==> src/rtl/cpu_pkg.sv <==
// cpu_pkg: shared widths, NOP register index and the MEM/WB control bundle
// used by the id_ex, ex_mem and mem_wb pipeline registers.
package cpu_pkg;
    localparam int DATA_W = 16;
    localparam int REG_W  = 4;
    localparam logic [REG_W-1:0] NOP_REG = 4'b0000;

    typedef struct packed {
        logic regwrite;
        logic memtoreg;
        logic memread;
        logic memwrite;
    } mem_wb_ctrl_t;
endpackage

==> src/rtl/pipe_field.sv <==
// pipe_field: W-bit pipeline flop with async active-high reset,
// synchronous clear (flush) and a hold enable.
module pipe_field #(
    parameter int W = 1
) (
    input  logic         CLK,
    input  logic         RST,
    input  logic         clr,
    input  logic         en,
    input  logic [W-1:0] d,
    output logic [W-1:0] q
);
    // Clear beats hold so a flushed slot never keeps a squashed instruction.
    always_ff @(posedge CLK or posedge RST) begin
        if (RST)
            q <= '0;
        else if (clr)
            q <= '0;
        else if (en)
            q <= d;
    end
endmodule

==> src/rtl/ex_mem_reg.sv <==
// ex_mem_reg: EX/MEM pipeline register; flush inserts an all-zero bubble.
// Define EXMEM_STALL_EN to add the stall_i hold input.
module ex_mem_reg #(
    parameter int DATA_W = cpu_pkg::DATA_W,
    parameter int REG_W  = cpu_pkg::REG_W
) (
    input  logic              CLK,
    input  logic              RST,
    input  logic              flush_ex_i,
`ifdef EXMEM_STALL_EN
    input  logic              stall_i,
`endif
    input  logic              regwrite_i,
    input  logic              memtoreg_i,
    input  logic              memread_i,
    input  logic              memwrite_i,
    input  logic [DATA_W-1:0] memdata_i,
    input  logic [REG_W-1:0]  regdst_i,
    input  logic [DATA_W-1:0] alures_i,
    output logic              regwrite_o,
    output logic              memtoreg_o,
    output logic              memread_o,
    output logic              memwrite_o,
    output logic [DATA_W-1:0] memdata_o,
    output logic [REG_W-1:0]  regdst_o,
    output logic [DATA_W-1:0] alures_o
);
    import cpu_pkg::*;

    mem_wb_ctrl_t ctrl_d, ctrl_q;
    logic en;

`ifdef EXMEM_STALL_EN
    assign en = ~stall_i;
`else
    assign en = 1'b1;
`endif

    assign ctrl_d = '{regwrite: regwrite_i, memtoreg: memtoreg_i,
                      memread: memread_i, memwrite: memwrite_i};

    pipe_field #(.W($bits(mem_wb_ctrl_t))) u_ctrl (
        .CLK(CLK), .RST(RST), .clr(flush_ex_i), .en(en), .d(ctrl_d), .q(ctrl_q)
    );
    pipe_field #(.W(REG_W)) u_regdst (
        .CLK(CLK), .RST(RST), .clr(flush_ex_i), .en(en), .d(regdst_i), .q(regdst_o)
    );
    pipe_field #(.W(DATA_W)) u_memdata (
        .CLK(CLK), .RST(RST), .clr(flush_ex_i), .en(en), .d(memdata_i), .q(memdata_o)
    );
    pipe_field #(.W(DATA_W)) u_alures (
        .CLK(CLK), .RST(RST), .clr(flush_ex_i), .en(en), .d(alures_i), .q(alures_o)
    );

    assign regwrite_o = ctrl_q.regwrite;
    assign memtoreg_o = ctrl_q.memtoreg;
    assign memread_o  = ctrl_q.memread;
    assign memwrite_o = ctrl_q.memwrite;
endmodule

==> config.mk <==
export PLATFORM = sky130hd
export DESIGN_NAME = ex_mem_reg
export DESIGN_NICKNAME = d
export VERILOG_FILES = /design/src/rtl/cpu_pkg.sv /design/src/rtl/pipe_field.sv /design/src/rtl/ex_mem_reg.sv
export SDC_FILE = /design/constraint.sdc
export NUM_CORES = 1
export LEC_CHECK = 0
export BUFFER_PORTS_ARGS = -buffer_cell sky130_fd_sc_hd__clkbuf_2
export CORE_AREA = 2 2 55 68
export DETAILED_ROUTE_END_ITERATION = 12
export DIE_AREA = 0 0 57 70
export PLACE_DENSITY = 0.79
export SETUP_SLACK_MARGIN = 0.3
export SYNTH_ARGS = -nofsm -noshare
export SYNTH_HDL_FRONTEND = slang
export SYNTH_SLANG_ARGS = --single-unit
export TNS_END_PERCENT = 10
==> constraint.sdc <==
create_clock -name CLK -period 1.3 [get_ports CLK]
set_input_delay 0.13 -clock CLK [delete_from_list [all_inputs] [get_ports CLK]]
set_output_delay 0.13 -clock CLK [all_outputs]
set_load 0.01 [all_outputs]
==> metrics.log, run 1 <==
[metrics] clock buffers created by TritonCTS: 5
[metrics] launch instance of the worst min-delay path: alures_i[15]
[metrics] share of cells above drive strength 1: 70.7%
[metrics] initial antenna violation count: 0
[metrics] time the final worst path needs with I/O delays and setup: 930 ps
[metrics] total area of multi-input combinational cells: 325 sq um
[metrics] maximum cell stage delay along the critical path: 380 ps
[metrics] total via count in the routed design: 932
[metrics] I/O pins: 83
[metrics] worst setup timing slack at the placement stage: 593 ps
[metrics] Hold Path Class: primary input to flip-flop
[metrics] initial standard-cell utilization of the core: 39.7%
[metrics] violation count after the first detailed-routing iteration: 6
[metrics] final non-filler cell total: 213
[metrics] Met3 Wirelength: 195 um
[metrics] total negative slack for setup checks: 0 ps
[metrics] placed cell areas: 1840 sq um
[metrics] worst hold slack: 60.0 ps
[metrics] count of filler cells inserted in the layout: 297
[metrics] combinational share of power: 12.1%
[metrics] synthesized area: 1360 sq um
[metrics] wire length after detailed routing: 2730 um
[metrics] post-layout power: 2.36 mW
[metrics] detailed placement HPWL: 2060 um
[metrics] setup repair after global routing missed its margin: false
[metrics] sequential-to-total area share from yosys stat: 73.6%
[metrics] number of different library cells in the post-synthesis netlist: 5
[metrics] Synthesis Warnings: 0
[metrics] category of the most critical setup path: flip-flop to primary output
[metrics] height of the die: 70 um
[metrics] Final Instance Area: 1930 sq um
[metrics] number of nets in the synthesized netlist: 128
[metrics] leakage power figure: 1.05 nW
[metrics] area enclosed by the die boundary: 3990 sq um
[metrics] commonest cells after routing, fill and taps aside: clkbuf_2, dfrtp_1, nor2b_2
[metrics] DR WL met2: 1520 um
[metrics] number of placed instances, taps included: 205
[metrics] Buffers on Ports: 82
[metrics] remaining antenna violation count after routing: 0
[metrics] combined buffer and inverter count along the critical path: 1
[metrics] root buffer cell: clkbuf_8
[metrics] data required time at the worst endpoint: 1170 ps
[metrics] status: finished, final reports clean
[metrics] synthesized area per cell: 16.0 sq um
[metrics] length of routed wiring on met1: 908 um
[metrics] maxcap violations: 0
[metrics] kind of cell adding the most delay to the critical path: flip-flops
[metrics] maximum number of pins on one net before global-route repair: 41
[metrics] switch share: 22.9%
[metrics] peak supply drop: 0.941 mV
[metrics] first drt pass iteration count: 4
[metrics] global-route usage over all layers: 15.3%
[metrics] number of flip-flops and latches in the synthesized netlist: 40
[metrics] Area growth syn-to-layout: 42.0%
[metrics] wire length of the first global-routing pass: 4550 um
[metrics] net switching component of the power: 540 uW
[metrics] crit start category: flip-flop
[metrics] Clock H-tree levels: 2
[metrics] final hold violation count: 0
[metrics] combined flip-flop and latch cell area: 1000 sq um
[metrics] commonest non-fill, non-tap cell in the layout: clkbuf_2
[metrics] Final Cycle Share: 71.5%
[metrics] library cell contributing the largest single delay on the critical path: dfrtp_1
[metrics] power share of the sequential group: 56.2%
[metrics] areal power density over the cells: 1220 nW/um^2
[metrics] slew at the pin closest to its max-slew limit: 207 ps
[metrics] Clock Sink Count: 40
[metrics] clock share of power: 31.7%
[metrics] uppermost signal routing layer after detailed routing: met4
[metrics] final number of max-transition violations: 0
[metrics] share of the core filled with cells: 56.4%
[metrics] critical-path maximum fanout: 1
[metrics] buffers inserted by post-CTS timing repair: 0
[metrics] vias in the first global route: 1019
[metrics] CTS tree: yes
[metrics] category of the worst setup path capture point: primary output
[metrics] cell count after synthesis: 85
[metrics] Slew HR: 86.2%
[metrics] cell-by-cell listing of the critical path: clkbuf_2
[metrics] number of remaining DRC errors: 0
[metrics] fmax: 1.08 GHz
[metrics] Die Width: 57 um
[metrics] Core Footprint: 3420 sq um
[metrics] final worst slack: 370 ps
[metrics] number of instances resized during post-cts repair: 0
[metrics] Internal Pwr Total: 1.82 mW
[metrics] Final setup viols: 0
[metrics] wire length per cell: 12.8 um
[metrics] quantity of hold-fixing buffers added after cts: 1
[metrics] arrival time reported for the critical path endpoint: 800 ps
[metrics] Clock transition at path regs: 70 ps
[metrics] Via density: 4.38
[metrics] RD Place Congestion: 0.673
[metrics] Final Net Count: 217
[metrics] maximum count of clock buffers along a single path: 2
[metrics] antenna diode instance count: 0
[metrics] CP startpoint: u_alures.q[13]
[metrics] sum of overflow across all layers after global routing: 0
[metrics] # rows: 24
-- metal layers --
layer / up-vias / track usage [%]
li1: 427 / -
met1: 445 / 15.2
met2: 50 / 26.3
met3: 10 / 5.37
met4: 0 / 9.56
met5: - / 0
-- cell families (layout without fill, tap and decap cells) --
family,Yosys count,count (layout),share of synthesized area (%)
buf+inv,5,94,2.48
flops,40,40,73.6
simple gates,40,40,23.9
-- path summary, 6_finish.rpt --
| kind | slack, ps | cells past startpoint | endpoint |
|---|---|---|---|
| setup / recovery | 370 | 1 | alures_o[13] |
| min in group asynchronous | 440 | 4 | u_alures.q[11] |
| hold / removal | 60 | 2 | u_alures.q[15] |
| max in group asynchronous | 670 | 4 | u_memdata.q[12] |
-- power by group through the flow --
stage	clock network, mW	logic, mW	registers, mW
final	0.748	0.285	1.32
after floorplan	0	0.101	1.38
after global placement	0	0.278	1.35
after CTS	0.786	0.292	1.32
after global routing	0.847	0.313	1.33
after detailed placement	0	0.288	1.35
-- synth_stat cells --
cell type	instances	area share [%]
nor2b_1	10	4.6
clkbuf_4	4	2.2
dfrtp_1	40	74
nor2b_2	30	19
inv_1	1	0.28
-- registers in the layout, summed over array words and instances (netlist names) --
| name | cells |
|---|---|
| u_alures.q | 16 |
| u_memdata.q | 16 |
| u_ctrl.q | 4 |
| u_regdst.q | 4 |
-- layout make-up --
type / instances / area share [%]
Inverter: 1 / 0.389
Tap cell: 39 / 2.53
Sequential cell: 40 / 51.8
Multi-Input combinational cell: 40 / 16.8
Clock buffer: 5 / 3.56
Timing Repair Buffer: 86 / 24.2
Clock inverter: 2 / 0.648
Power figures use the tool's default switching activity.
==> inputs of run 2 (changes only) <==
Settings changed: ABC_AREA from default to 1, CORE_AREA 2 2 55 68 to 2 2 59 72, DIE_AREA 0 0 57 70 to 0 0 61 74, PLACE_DENSITY 0.79 to 0.74.
Clock period 1.3 ns to 0.8 ns, I/O delays scaled along.
==> run 2 against run 1 <==
The flow now finishes with violations (negative hold slack, negative setup slack). Global-route usage shrank 2.6 points. Highest routed layer unchanged. First-iteration DRC count rose to 3.2 times the previous value. Flip-flop and latch count is the same. Design area shrank 0.13%. Combinational power grew 49%. Setup slack worse by 430 ps.
==> metrics.log, run 2 <==
[metrics] initial antenna violation count: 0 (unchanged)
[metrics] commonest non-fill, non-tap cell in the layout: clkbuf_2
[metrics] crit start category: flip-flop
[metrics] I/O pins: 83 (unchanged)
[metrics] Synthesis Warnings: 0 (unchanged)
[metrics] number of remaining DRC errors: 0 (unchanged)
[metrics] Final Net Count: 256 (+18%)
[metrics] number of placed instances, taps included: 260 (+27%)
[metrics] global-route usage over all layers: 12.7% (-2.6 points)
[metrics] combined buffer and inverter count along the critical path: 1 (unchanged)
[metrics] initial standard-cell utilization of the core: 35.1% (-4.6 points)
[metrics] commonest cells after routing, fill and taps aside: clkbuf_2, inv_1, nor2_1, dfrtp_1, clkbuf_8
[metrics] first drt pass iteration count: 3 (-1)
[metrics] cell-by-cell listing of the critical path: clkbuf_2
[metrics] Post-synth ARST share: 100% (unchanged)
[metrics] peak supply drop: 1.16 mV (+23%)
[metrics] dominant synthesized flop cell: dfrtp_1
[metrics] final number of max-transition violations: 0 (unchanged)
[metrics] remaining antenna violation count after routing: 0 (unchanged)
[metrics] detailed placement HPWL: 1970 um (-4.1%)
[metrics] final worst slack: -58.5 ps (-429 ps)
[metrics] Yosys top cell area share: 74.1% (+0.55 points)
[metrics] final non-filler cell total: 268 (+26%)
[metrics] number of enable flip-flop cells after synthesis: 0 (unchanged)
[metrics] area enclosed by the die boundary: 4510 sq um (+13%)
[metrics] time the final worst path needs with I/O delays and setup: 858 ps
[metrics] number of different library cells in the post-synthesis netlist: 4 (-1)
[metrics] CTS tree: yes
[metrics] biggest registers after layout: u_alures.q: 16 flops, u_memdata.q: 16 flops
[metrics] arrival time reported for the critical path endpoint: 780 ps (-20 ps)
[metrics] root buffer cell: clkbuf_8
[metrics] number of nets in the synthesized netlist: 168 (+31%)
[metrics] number of instances resized during post-cts repair: 0 (unchanged)
[metrics] violation count after the first detailed-routing iteration: 19 (+13)
[metrics] status: finished with violations
[metrics] category of the most critical setup path: flip-flop to primary output
[metrics] synthesized area: 1350 sq um (-0.74%)
[metrics] Clock H-tree levels: 2 (unchanged)
[metrics] Die Width: 61 um (+7.0%)
[metrics] wire length per cell: 9.26 um (-28%)
[metrics] violations in the final reports: negative hold slack, negative setup slack
[metrics] areal power density over the cells: 2130 nW/um^2 (+75%)
[metrics] cell count after synthesis: 125 (+47%)
[metrics] Final setup viols: 40 (+40)
[metrics] Buffers on Ports: 82 (unchanged)
[metrics] top cell type by total area after synthesis: dfrtp_1
[metrics] category of the worst setup path capture point: primary output
[metrics] Core Footprint: 3850 sq um (+12%)
[metrics] total via count in the routed design: 999 (+7.2%)
[metrics] top cells by instance count after synthesis: inv_1, dfrtp_1, nor2_1
[metrics] top post-synthesis cells by area: dfrtp_1, inv_1, nor2_1, buf_6
[metrics] RD Place Congestion: 0.640 (-4.9%)
[metrics] critical-path maximum fanout: 1 (unchanged)
[metrics] library cell contributing the largest single delay on the critical path: dfrtp_1
[metrics] setup repair after global routing missed its margin: true
[metrics] Hold Path Class: primary input to asynchronous set/reset pin
[metrics] Area growth syn-to-layout: 42.9%
[metrics] Slew HR: 82.5% (-3.7 points)
[metrics] sequential-to-total area share from yosys stat: 74.1% (+0.55 points)
[metrics] vias in the first global route: 931 (-8.6%)
[metrics] # rows: 25 (+4.2%)
[metrics] fmax: 1.16 GHz
[metrics] leakage power figure: 1.23 nW (+17%)
[metrics] wire length of the first global-routing pass: 3990 um (-12%)
[metrics] worst hold slack: -174 ps (-234 ps)
[metrics] synthesized area per cell: 10.8 sq um (-33%)
[metrics] most common cell in the netlist: inv_1
[metrics] maximum number of pins on one net before global-route repair: 41 (unchanged)
[metrics] kind of cell adding the most delay to the critical path: flip-flops
[metrics] maxcap violations: 0 (unchanged)
[metrics] slew at the pin closest to its max-slew limit: 263 ps (+55.7 ps)
[metrics] clock buffers created by TritonCTS: 5 (unchanged)
[metrics] count of cell instances traversed by the critical path: 1 (unchanged)
[metrics] share of cells above drive strength 1: 43.5% (-27 points)
[metrics] final hold violation count: 80 (+80)
[metrics] maximum cell stage delay along the critical path: 370 ps (about the same)
[metrics] sum of overflow across all layers after global routing: 0 (unchanged)
[metrics] maximum count of clock buffers along a single path: 2 (unchanged)
[metrics] Clock Sink Count: 40 (unchanged)
[metrics] number of flip-flops and latches in the synthesized netlist: 40 (unchanged)
[metrics] Clock transition at path regs: 70 ps (about the same)
[metrics] wire length after detailed routing: 2480 um (-9.3%)
[metrics] height of the die: 74 um (+5.7%)
[metrics] antenna diode instance count: 0 (unchanged)
[metrics] Via density: 3.73 (-15%)
[metrics] Final Cycle Share: 107%
[metrics] data required time at the worst endpoint: 720 ps (-450 ps)
run 2: changes by cell type after synthesis:
cell      change
buf_6         +4
inv_1        +40
clkbuf_4      -4
nor2_1       +40
nor2b_2      -30
nor2b_1      -10
run 2: worst max-delay path by stage:
stage / from / endpoint / slack, ps
3_5_place_dp: flush_ex_i / u_alures.q[15] / 200
5_1_grt: u_memdata.q[13] / memdata_o[13] / -110
6_report: u_memdata.q[15] / memdata_o[15] / -60
4_1_cts: u_alures.q[15] / alures_o[15] / -80
3_3_place_gp: flush_ex_i / u_memdata.q[9] / 220
2_1_floorplan: u_alures.q[0] / alures_o[0] / 340
run 2: final cells by class:
cell class                      instances  area, sq um
Clock buffer                            6         72.6
Clock inverter                          2         35.0
Fill cell                             391         1920
Inverter                               41          158
Multi-Input combinational cell         40          150
Sequential cell                        40         1000
Tap cell                               54         67.6
Timing Repair Buffer                   85          445
run 2: layer usage:
metal	vias to the layer above	part of all wire, %	global-route usage, %
met5	-	0	0
met4	0	2.0	5.80
met3	6	6.7	5.57
met2	38	57	22.7
met1	450	34	12.3
li1	505	-	-
run 2: power breakdown:
group / internal (mW) / switching [mW] / leakage [nW]
clock: 0.924 / 0.619 / 0.0552
combinational: 0.194 / 0.231 / 0.661
sequential: 2.12 / 0.0269 / 0.516
total: 3.24 / 0.877 / 1.23
run 2: cells by family after synthesis:
family | count (synthesis) | synth area share, %
buf+inv | 45 | 14.7
flops | 40 | 74.1
simple gates | 40 | 11.1
run 2: timing repair:
action	CTS	global route
setup buffers	0	0
gates cloned	0	0
hold endpoints to repair	80	76
endpoints found under the setup margin	40	40
run 2: through the flow:
stage	area, sq um	worst slack [ps]	total power [mW]	util [%]	setup TNS [ps]
after CTS	1930	-81.5	4.20	50.1	-2480
after detailed placement	1820	203	2.63	47.3	0
after global placement	1820	223	2.61	47.3	0
after floorplan	1350	344	2.39	-	0
after global routing	1930	-110	4.33	50.1	-3430
final	1930	-58.5	4.12	50.1	-1770
